==> src/rtl/s_mem_reader.sv <==
// s_mem_reader: streams all 256 bytes of a read-only S-memory out over a valid/ready
// handshake, checking each byte against its own address and keeping mismatch statistics.
`default_nettype none

module s_mem_reader #(
  parameter int READ_LATENCY = 1
) (
  input  logic       clk,
  input  logic       reset_n,
  input  logic       start_flag,
  output logic [7:0] address,
  output logic       wren,
  input  logic [7:0] q,
  output logic [7:0] out_data,
  output logic       out_valid,
  input  logic       out_ready,
  output logic       done_flag,
  output logic       mismatch_flag,
  output logic [7:0] mismatch_addr,
  output logic [8:0] mismatch_count
);

  typedef enum logic [1:0] {
    S_IDLE = 2'd0,
    S_READ = 2'd1,
    S_OUT  = 2'd2,
    S_DONE = 2'd3
  } state_t;

  localparam logic [1:0] c_WAIT_LAST = 2'(READ_LATENCY);

  state_t     r_state;
  logic       r_start_prev;
  logic       r_start_armed;
  logic [1:0] r_wait;
  logic       w_start_edge;
  logic       w_byte_diff;

  // A start edge only counts once start_flag has been seen low since reset,
  // so a request held high across reset release cannot launch a run.
  assign w_start_edge = start_flag & ~r_start_prev & r_start_armed;
  assign w_byte_diff  = (q != address);
  assign wren         = 1'b0;

  always_ff @(posedge clk or negedge reset_n) begin
    if (!reset_n) begin
      r_state        <= S_IDLE;
      r_start_prev   <= 1'b0;
      r_start_armed  <= 1'b0;
      r_wait         <= 2'd0;
      address        <= 8'd0;
      out_data       <= 8'd0;
      out_valid      <= 1'b0;
      done_flag      <= 1'b0;
      mismatch_flag  <= 1'b0;
      mismatch_addr  <= 8'd0;
      mismatch_count <= 9'd0;
    end else begin
      r_start_prev <= start_flag;
      if (!start_flag) begin
        r_start_armed <= 1'b1;
      end

      case (r_state)
        S_IDLE, S_DONE: begin
          if (w_start_edge) begin
            r_state        <= S_READ;
            r_wait         <= 2'd0;
            address        <= 8'd0;
            done_flag      <= 1'b0;
            mismatch_flag  <= 1'b0;
            mismatch_addr  <= 8'd0;
            mismatch_count <= 9'd0;
          end
        end

        S_READ: begin
          // Address is held READ_LATENCY+1 cycles; q is sampled on the last one.
          if (r_wait == c_WAIT_LAST) begin
            out_data  <= q;
            out_valid <= 1'b1;
            r_state   <= S_OUT;
            if (w_byte_diff) begin
              mismatch_count <= mismatch_count + 9'd1;
              if (!mismatch_flag) begin
                mismatch_flag <= 1'b1;
                mismatch_addr <= address;
              end
            end
          end else begin
            r_wait <= r_wait + 2'd1;
          end
        end

        S_OUT: begin
          if (out_ready) begin
            out_valid <= 1'b0;
            if (address != 8'd255) begin
              address <= address + 8'd1;
              r_wait  <= 2'd0;
              r_state <= S_READ;
            end else begin
              done_flag <= 1'b1;
              r_state   <= S_DONE;
            end
          end
        end

        default: begin
          r_state <= S_IDLE;
        end
      endcase
    end
  end

endmodule

`default_nettype wire

==> config.mk <==
export PLATFORM = sky130hd
export DESIGN_NAME = s_mem_reader
export DESIGN_NICKNAME = d
export VERILOG_FILES = /design/src/rtl/s_mem_reader.sv
export SDC_FILE = /design/constraint.sdc
export NUM_CORES = 1
export LEC_CHECK = 0
export BUFFER_PORTS_ARGS = -buffer_cell sky130_fd_sc_hd__buf_2
export CAP_MARGIN = 5
export CORE_UTILIZATION = 50
export CTS_CLUSTER_SIZE = 14
export DETAILED_ROUTE_END_ITERATION = 10
export PLACE_DENSITY = 0.74
export SYNTH_ARGS = -nofsm -noshare
export SYNTH_HDL_FRONTEND = slang
export SYNTH_SLANG_ARGS = --single-unit
export TNS_END_PERCENT = 1
==> constraint.sdc <==
create_clock -name clk -period 3.4 [get_ports clk]
set_input_delay 0.51 -clock clk [delete_from_list [all_inputs] [get_ports clk]]
set_output_delay 0.51 -clock clk [all_outputs]
set_load 0.005 [all_outputs]
==> flow_summary.toml, run 1 <==
[cts]
hold_buffers = 0
cts_sinks = 42
ctsResizeCount = 0
clockBufferDepth = 2
cts_tree = "done"
cts_setup_buffers = 0
htreeDepth = 2
clk_pin_slew_ns = 0.08
cts_buffers = 5
clock_latency_ns = 0.30
clockRootBuffer = "clkbuf_8"

[detailed_routing]
antenna_left = 0
drc_errors = 0
wire_per_inst_um = 13.8
drt-pass1-iter-count = 4
drtIter0Drc = 184
routed_wl_mm = 4.49
met2_length_mm = 2.11
vias_per_cell = 5.54
via_count = 1796
top_layer = "met4"
drt-met1-wl_mm = 2.15
met3_length_um = 165

[placed_design]
place.gp.congestion = 0.784
port_buffers = 47
place_inst = 316
post-dp-hpwl_mm = 3.27
place_ws_ns = 1.04

[critical_path]
worstPathMaxFanout = 11
crit_required_ns = 3.64
critPathLaunchType = "register"
crit_slowest_cell = "a21oi_1"
path_class = "register to register"
reg2regPathDepth = 6
worstPathArrival_ns = 2.51
slowest_delay_ns = 0.63
crit_path_end_kind = "register"
path_cells = "inv_1, ha_1, a21oi_1, nand2_1, or3_1, nand3_1"

[power]
powerDensity_mw_per_mm2 = 819
ir_drop_mv = 0.434
p_leak_nw = 1.23

[floorplan]
die_y_um = 68.9
rows = 23
start_util = 0.540
ios = 49
core_mm2 = 0.00414
die_area_mm2 = 0.00475
die_x_um = 68.9

[grt]
grt_max_degree = 43
antenna_found_initial = 0
grt_overflow_total = 0
grt_pass1_vias = 1611
grt_pass1_wl_mm = 7.36
grt_use_total = 0.212

[logic_synthesis]
synth_edf_count = 0
syn_nets = 248
synth_flop_cell = "dfrtp_1"
synth_area_per_cell_um2 = 9.73
ys_seq_area_frac = 0.470
netlist_area_mm2 = 0.00224
syn_inst = 230
synth.distinct_cells = 40
ys_ff_latch = 42
yosysWarnings = 0
synthArstFlopShare = 1.00

[finish]
multi_input_area_mm2 = 0.00110
drive_above_1_share = 0.255
regArea_mm2 = 0.00105
layout.cells.non_filler = 324
layout.nets = 291
final_cell_mix = "nand2_1, buf_2, dfrtp_1"
area_growth_pct = 16.0
diodes = 0
fillers = 374

[sta]
setup_viol = 0
fin_ws_ns = 1.13
worstMarginPinSlew_ns = 0.906
tns_ns = 0
slew_headroom = 0.396
period_share = 0.669
hold_viol = 0
timing.final.crit_period_ns = 2.27
clock.fmax_ghz = 0.440
fin_skew_ns = 0.00465
final_max_slew_viol_count = 0
rsz0062_at_grt = "false"

[outcome]
status = "finished, final reports clean"

[flow_run]
cap_viol_max_count = 0

[worst_hold_path]
hold_path.class = "primary input to asynchronous set/reset pin"
## report_power, final
part,internal [W],leakage [nW],switching (W)
clock network,0.000205,0.0575,0.000171
registers,0.000650,0.540,0.000135
logic,0.000383,0.637,0.000582
total,0.00124,1.23,0.000888
## final cells by class
type,count,share of cell area
clock buffers,8,0.0424
flip-flops and latches,42,0.405
well taps,50,0.0241
inverters,5,0.00723
repair buffers,49,0.0964
multi-input cells,170,0.425
## sequential cells by signal (all words and copies together) (netlist names)
signal          cells
mismatch_count      9
mismatch_addr       8
done_flag           1
r_start_prev        1
r_start_armed       1
out_valid           1
r_wait              2
mismatch_flag       1
out_data            8
address             8
r_state             2
## final timing paths
check / slack, ns / from / end
max: 1.13 / r_state[0] / r_wait[0]
min: 0.34 / reset_n / mismatch_count[2]
max reg2reg: 1.13 / r_state[0] / r_wait[0]
min reg2reg: 0.49 / out_valid / out_valid
max in group asynchronous: 2.50 / reset_n / mismatch_count[0]
min in group clk: 0.37 / start_flag / r_start_prev
## critical path, delay by kind of cell (launching register included)
kind,cells,cell delay (ns)
AO/OA/AOI/OAI,1,0.63
buffers and inverters,1,0.06
AND/OR/NAND/NOR,3,0.68
adder cells (fa/ha/maj),1,0.43
flip-flops,1,0.40
## synthesized netlist by cell type (2+ instances only)
master,instances,area share
a21oi_1,3,0.0067
a22o_1,3,0.012
and2_1,3,0.0084
and3_1,3,0.0084
buf_2,5,0.011
buf_6,2,0.010
clkbuf_1,4,0.0067
dfrtp_1,42,0.47
ha_1,6,0.034
inv_1,5,0.0084
mux2_2,8,0.040
nand2_1,47,0.079
nand2b_1,3,0.0084
nand3_1,19,0.042
nand4_1,5,0.014
nor2_1,14,0.023
nor2b_1,3,0.0084
nor3_1,2,0.0045
o21ai_0,7,0.016
o21ai_1,2,0.0045
o311ai_0,3,0.012
o311ai_1,8,0.031
or3_1,2,0.0056
or4b_1,4,0.018
xnor2_1,7,0.027
xor2_1,6,0.023
## stage by stage
step / hold slack (ns) / util / area, um^2 / total power [W]
6_report: 0.340 / 0.627 / 2600 / 0.00213
5_1_grt: 0.374 / 0.627 / 2600 / 0.00230
4_1_cts: 0.365 / 0.627 / 2600 / 0.00214
3_5_place_dp: 0.470 / 0.600 / 2490 / 0.00177
3_3_place_gp: 0.470 / 0.600 / 2490 / 0.00173
2_1_floorplan: 0.214 / - / 2240 / 0.00151
## cells by family (layout without fill, tap and decap cells)
kind of cell,Yosys count,count (layout),synth area share
DFF,42,42,0.470
muxes,9,9,0.0453
other,1,1,0.00168
and+or+nand+nor,108,108,0.239
AOI/OAI and AO/OA,32,32,0.112
xor gates and xnor gates,14,14,0.0581
adders and majority gates,6,6,0.0335
buffers and inverters,18,62,0.0414
## layer usage
metal,vias up,track usage
met5,-,0
met4,0,0.0765
met3,7,0.0395
met2,35,0.330
met1,858,0.293
li1,896,-
Note: power is estimated with default switching activity, not from simulation.
==> run 2, diff against run 1 <==
CORE_UTILIZATION = 49   (was 50)
PLACE_DENSITY = 0.76   (was 0.74)
clock period = 2 ns   (was 3.4 ns; I/O delays follow)
==> flow_summary.toml, run 2 (synthesis gave the netlist of run 1 again) <==
[outcome]
status = "finished, final reports clean"

[critical_path]
path_class = "register to register"
worstPathMaxFanout = 19
worstPathArrival_ns = 2.10
crit_required_ns = 2.19
crit_path_end_kind = "register"
critPathLaunchType = "register"

[placed_design]
place.gp.congestion = 0.837
port_buffers = 47
place_inst = 338
place_ws_ns = -0.0940
post-dp-hpwl_mm = 3.44
post_dp_cell_area_mm2 = 0.00264

[power]
powerDensity_mw_per_mm2 = 1430
ir_drop_mv = 0.661
p_leak_nw = 1.35

[sta]
timing.final.crit_period_ns = 1.92
clock.fmax_ghz = 0.522
slew_headroom = 0.636
fin_ws_ns = 0.0835
whs_ns = 0.0598
rsz0062_at_grt = "true"
worstMarginPinSlew_ns = 0.543
setup_viol = 0
final_max_slew_viol_count = 0
period_share = 0.958
fin_skew_ns = 0.0104
hold_viol = 0
tns_ns = 0

[cts]
clockRootBuffer = "clkbuf_8"
cts_tree = "done"
htreeDepth = 2
cts_buffers = 5
cts_sinks = 42
hold_buffers = 0
clock_latency_ns = 0.30
clk_pin_slew_ns = 0.08
clockBufferDepth = 2

[detailed_routing]
antenna_left = 0
drtIter0Drc = 81
via_count = 1891
wire_per_inst_um = 13.9
routed_wl_mm = 4.84
vias_per_cell = 5.42
drc_errors = 0
drt-pass1-iter-count = 4

[finish]
final_cell_mix = "nand2_1, buf_2, dfrtp_1"
diodes = 0
layout.cells.non_filler = 349
drive_above_1_share = 0.333
fin_area_mm2 = 0.00282
largest_reg_flops = 9
layout.nets = 315
area_growth_pct = 26.0
top_register = "mismatch_count"

[flow_run]
cap_viol_max_count = 0

[floorplan]
ios = 49
die_y_um = 69.6
start_util = 0.511
die_x_um = 69.6
core_mm2 = 0.00438
die_area_mm2 = 0.00484
rows = 24

[grt]
grt_pass1_wl_mm = 8.42
grt_max_degree = 43
grt_overflow_total = 0
grt_pass1_vias = 1824
antenna_found_initial = 0
grt_use_total = 0.222

[worst_hold_path]
hold_path.class = "primary input to asynchronous set/reset pin"
## run 2: path summary, 6_finish.rpt
path,to,start,cells after the start,slack (ns)
setup reg to reg,mismatch_flag,address[2],5,0.08
min in group clk,r_start_prev,start_flag,1,0.17
hold / removal,mismatch_count[4],reset_n,2,0.06
max in group asynchronous,mismatch_count[1],reset_n,2,1.56
hold reg to reg,out_valid,out_valid,2,0.49
setup / recovery,mismatch_flag,address[2],5,0.08
## run 2: area by class of cell
class,instances,area (um^2)
clock buffer,6,82.6
multi-input combinational,171,1150
timing repair buffer,72,427
inverter,5,18.8
tap,52,65.1
sequential,42,1050
fill,372,1560
clock inverter,1,30.0
## run 2: critical path, cell delays in order (launching register included)
cell	delay, ns
dfrtp_1	0.43
xnor2_2	0.20
nand4_2	0.19
o31ai_4	0.43
buf_6	0.23
mux2_1	0.33
## run 2: timing repair
| item | 4_1_cts | 5_1_grt |
|---|---|---|
| setup buffers | 3 | 0 |
| setup endpoints to repair | 16 | 14 |
| gates resized for setup | 1 | 6 |
| cloned | 1 | 0 |
| pin swaps | 2 | 6 |
## run 2: routing by layer
layer / vias up / GRT usage / wire length, um
met5: - / 0 / 0
met1: 896 / 0.301 / 2260
met2: 45 / 0.348 / 2330
met4: 0 / 0.109 / 103
li1: 941 / - / -
met3: 9 / 0.0320 / 151
## run 2: where the power goes
group	total [W]	internal, W	switching (W)	leakage, nW
registers	0.00133	0.00110	0.000221	0.540
clock network	0.000678	0.000399	0.000279	0.0573
logic	0.00202	0.000918	0.00111	0.757
## run 2: stage by stage
stage	total power, W	util
3_3_place_gp	0.00309	0.602
6_report	0.00403	0.643
5_1_grt	0.00434	0.643
2_1_floorplan	0.00257	-
3_5_place_dp	0.00314	0.602
4_1_cts	0.00400	0.638
==> run 3, diff against run 2 <==
GPL_TIMING_DRIVEN = 0   (was default)
==> flow_summary.toml, run 3 (synthesis gave the netlist of run 1 again) <==
[outcome]
status = "finished, final reports clean"

[cts]
clk_pin_slew_ns = 0.08
clockRootBuffer = "clkbuf_8"
cts_buffers = 5
clockBufferDepth = 2
clock_latency_ns = 0.30
cts_tree = "done"
htreeDepth = 2
cts_sinks = 42

[placed_design]
place_ws_ns = -0.133
port_buffers = 47
post_dp_cell_area_mm2 = 0.00254
place.gp.congestion = 0.783
place_inst = 329
post-dp-hpwl_mm = 3.37

[floorplan]
die_x_um = 69.6
die_y_um = 69.6
rows = 24
start_util = 0.511
ios = 49
core_mm2 = 0.00438
die_area_mm2 = 0.00484

[finish]
layout.cells.non_filler = 348
diodes = 0
final_common_cell = "buf_2"
largest_reg_flops = 9
drive_above_1_share = 0.348
layout.nets = 313
top_register = "mismatch_count"
fin_area_mm2 = 0.00283
multi_input_area_mm2 = 0.00120
area_growth_pct = 26.6
fillers = 359
regArea_mm2 = 0.00105
final_cell_mix = "buf_2, nand2_1, dfrtp_1"

[critical_path]
path_class = "register to register"
reg2regPathDepth = 8
crit_slowest_cell = "dfrtp_2"
worst-path-stages = 8
cp_num_buf_inv = 3
slowest_delay_ns = 0.41
critPathLaunchType = "register"
cp_top_family = "compound AO/OA/AOI/OAI gates"
crit-reg2reg-launch = "r_state[1]"
path_cells = "inv_1, ha_4, nor2b_4, a211oi_4, o31ai_4, buf_6, buf_4, o311ai_2"
worstPathArrival_ns = 2.15
setup.worst_path.start = "r_state[1]"
worstPathMaxFanout = 6
crit_path_end_kind = "register"
crit_required_ns = 2.20

[sta]
hold_viol = 0
clock.fmax_ghz = 0.514
whs_ns = 0.142
fin_skew_ns = 0.00792
worstMarginPinSlew_ns = 0.942
rsz0062_at_grt = "true"
timing.final.crit_period_ns = 1.95
period_share = 0.973
final_max_slew_viol_count = 0
setup_viol = 0
tns_ns = 0
fin_ws_ns = 0.0542
slew_headroom = 0.372

[power]
swShare = 0.414
pwr-share-seq = 0.316
share_comb_of_total_power = 0.546
clkPwrFrac = 0.137
intPower_w = 0.00245
ir_drop_mv = 0.888
powerDensity_mw_per_mm2 = 1470
p_leak_nw = 1.34
switchingPower_w = 0.00173

[detailed_routing]
drtIter0Drc = 179
wire_per_inst_um = 14.6
via_count = 1905
vias_per_cell = 5.47
drc_errors = 0
routed_wl_mm = 5.07
antenna_left = 0
drt-pass1-iter-count = 4

[grt]
grt_use_total = 0.217
grt_pass1_vias = 1791
grt_pass1_wl_mm = 8.38
grt_max_degree = 43
grt_overflow_total = 0
antenna_found_initial = 0

[flow_run]
cap_viol_max_count = 0

[worst_hold_path]
hold_path.class = "primary input to asynchronous set/reset pin"
-- run 3: changes by cell type in the layout (fill, tap and decap cells not counted), moves of 2 or more --
cell and delta:
buf_6 +3, o311ai_1 -6, clkbuf_1 +3, o311ai_2 +6, buf_4 -12, buf_2 +3
clkbuf_2 +2
-- run 3: stage by stage --
stage	util	total power [W]
after global placement	0.579	0.00308
final	0.646	0.00417
after CTS	0.619	0.00394
after global routing	0.646	0.00451
after floorplan	-	0.00257
after detailed placement	0.579	0.00313
-- run 3: power groups by stage --
stage / logic, W / registers (W) / clock network [W]
floorplan: 0.00125 / 0.00132 / 0
global placement: 0.00176 / 0.00132 / 0
detailed placement: 0.00179 / 0.00133 / 0
CTS: 0.00205 / 0.00131 / 0.000584
global route: 0.00253 / 0.00137 / 0.000614
finish: 0.00228 / 0.00132 / 0.000573
-- run 3: metal layers --
| layer | up-vias | routed length (um) | global-route usage |
|---|---|---|---|
| li1 | 939 | - | - |
| met3 | 9 | 205 | 0.0451 |
| met4 | 0 | 87 | 0.0816 |
| met1 | 905 | 2320 | 0.302 |
| met2 | 52 | 2460 | 0.334 |
| met5 | - | 0 | 0 |
-- run 3: cell type report --
cell class,count,share of cell area
Tap cell,52,0.0230
Clock inverter,1,0.00177
Buffer,13,0.0300
Clock buffer,7,0.0305
Inverter,5,0.00663
Timing Repair Buffer,58,0.114
Sequential cell,42,0.371
Multi-Input combinational cell,170,0.423
-- run 3: path summary, 6_finish.rpt --
kind | end | slack, ns
setup / recovery | mismatch_addr[2] | 0.05
setup reg to reg | mismatch_addr[2] | 0.05
hold / removal | mismatch_count[3] | 0.14
hold reg to reg | out_valid | 0.49
min in group clk | r_start_prev | 0.17
max in group asynchronous | r_state[1] | 1.21
-- run 3: repair_timing --
item | 4_1_cts | 5_1_grt
pin swaps | 6 | 4
setup buffers | 7 | 4
endpoints found under the setup margin | 13 | 34
hold buffers | 0 | 0
gates resized for setup | 6 | 21
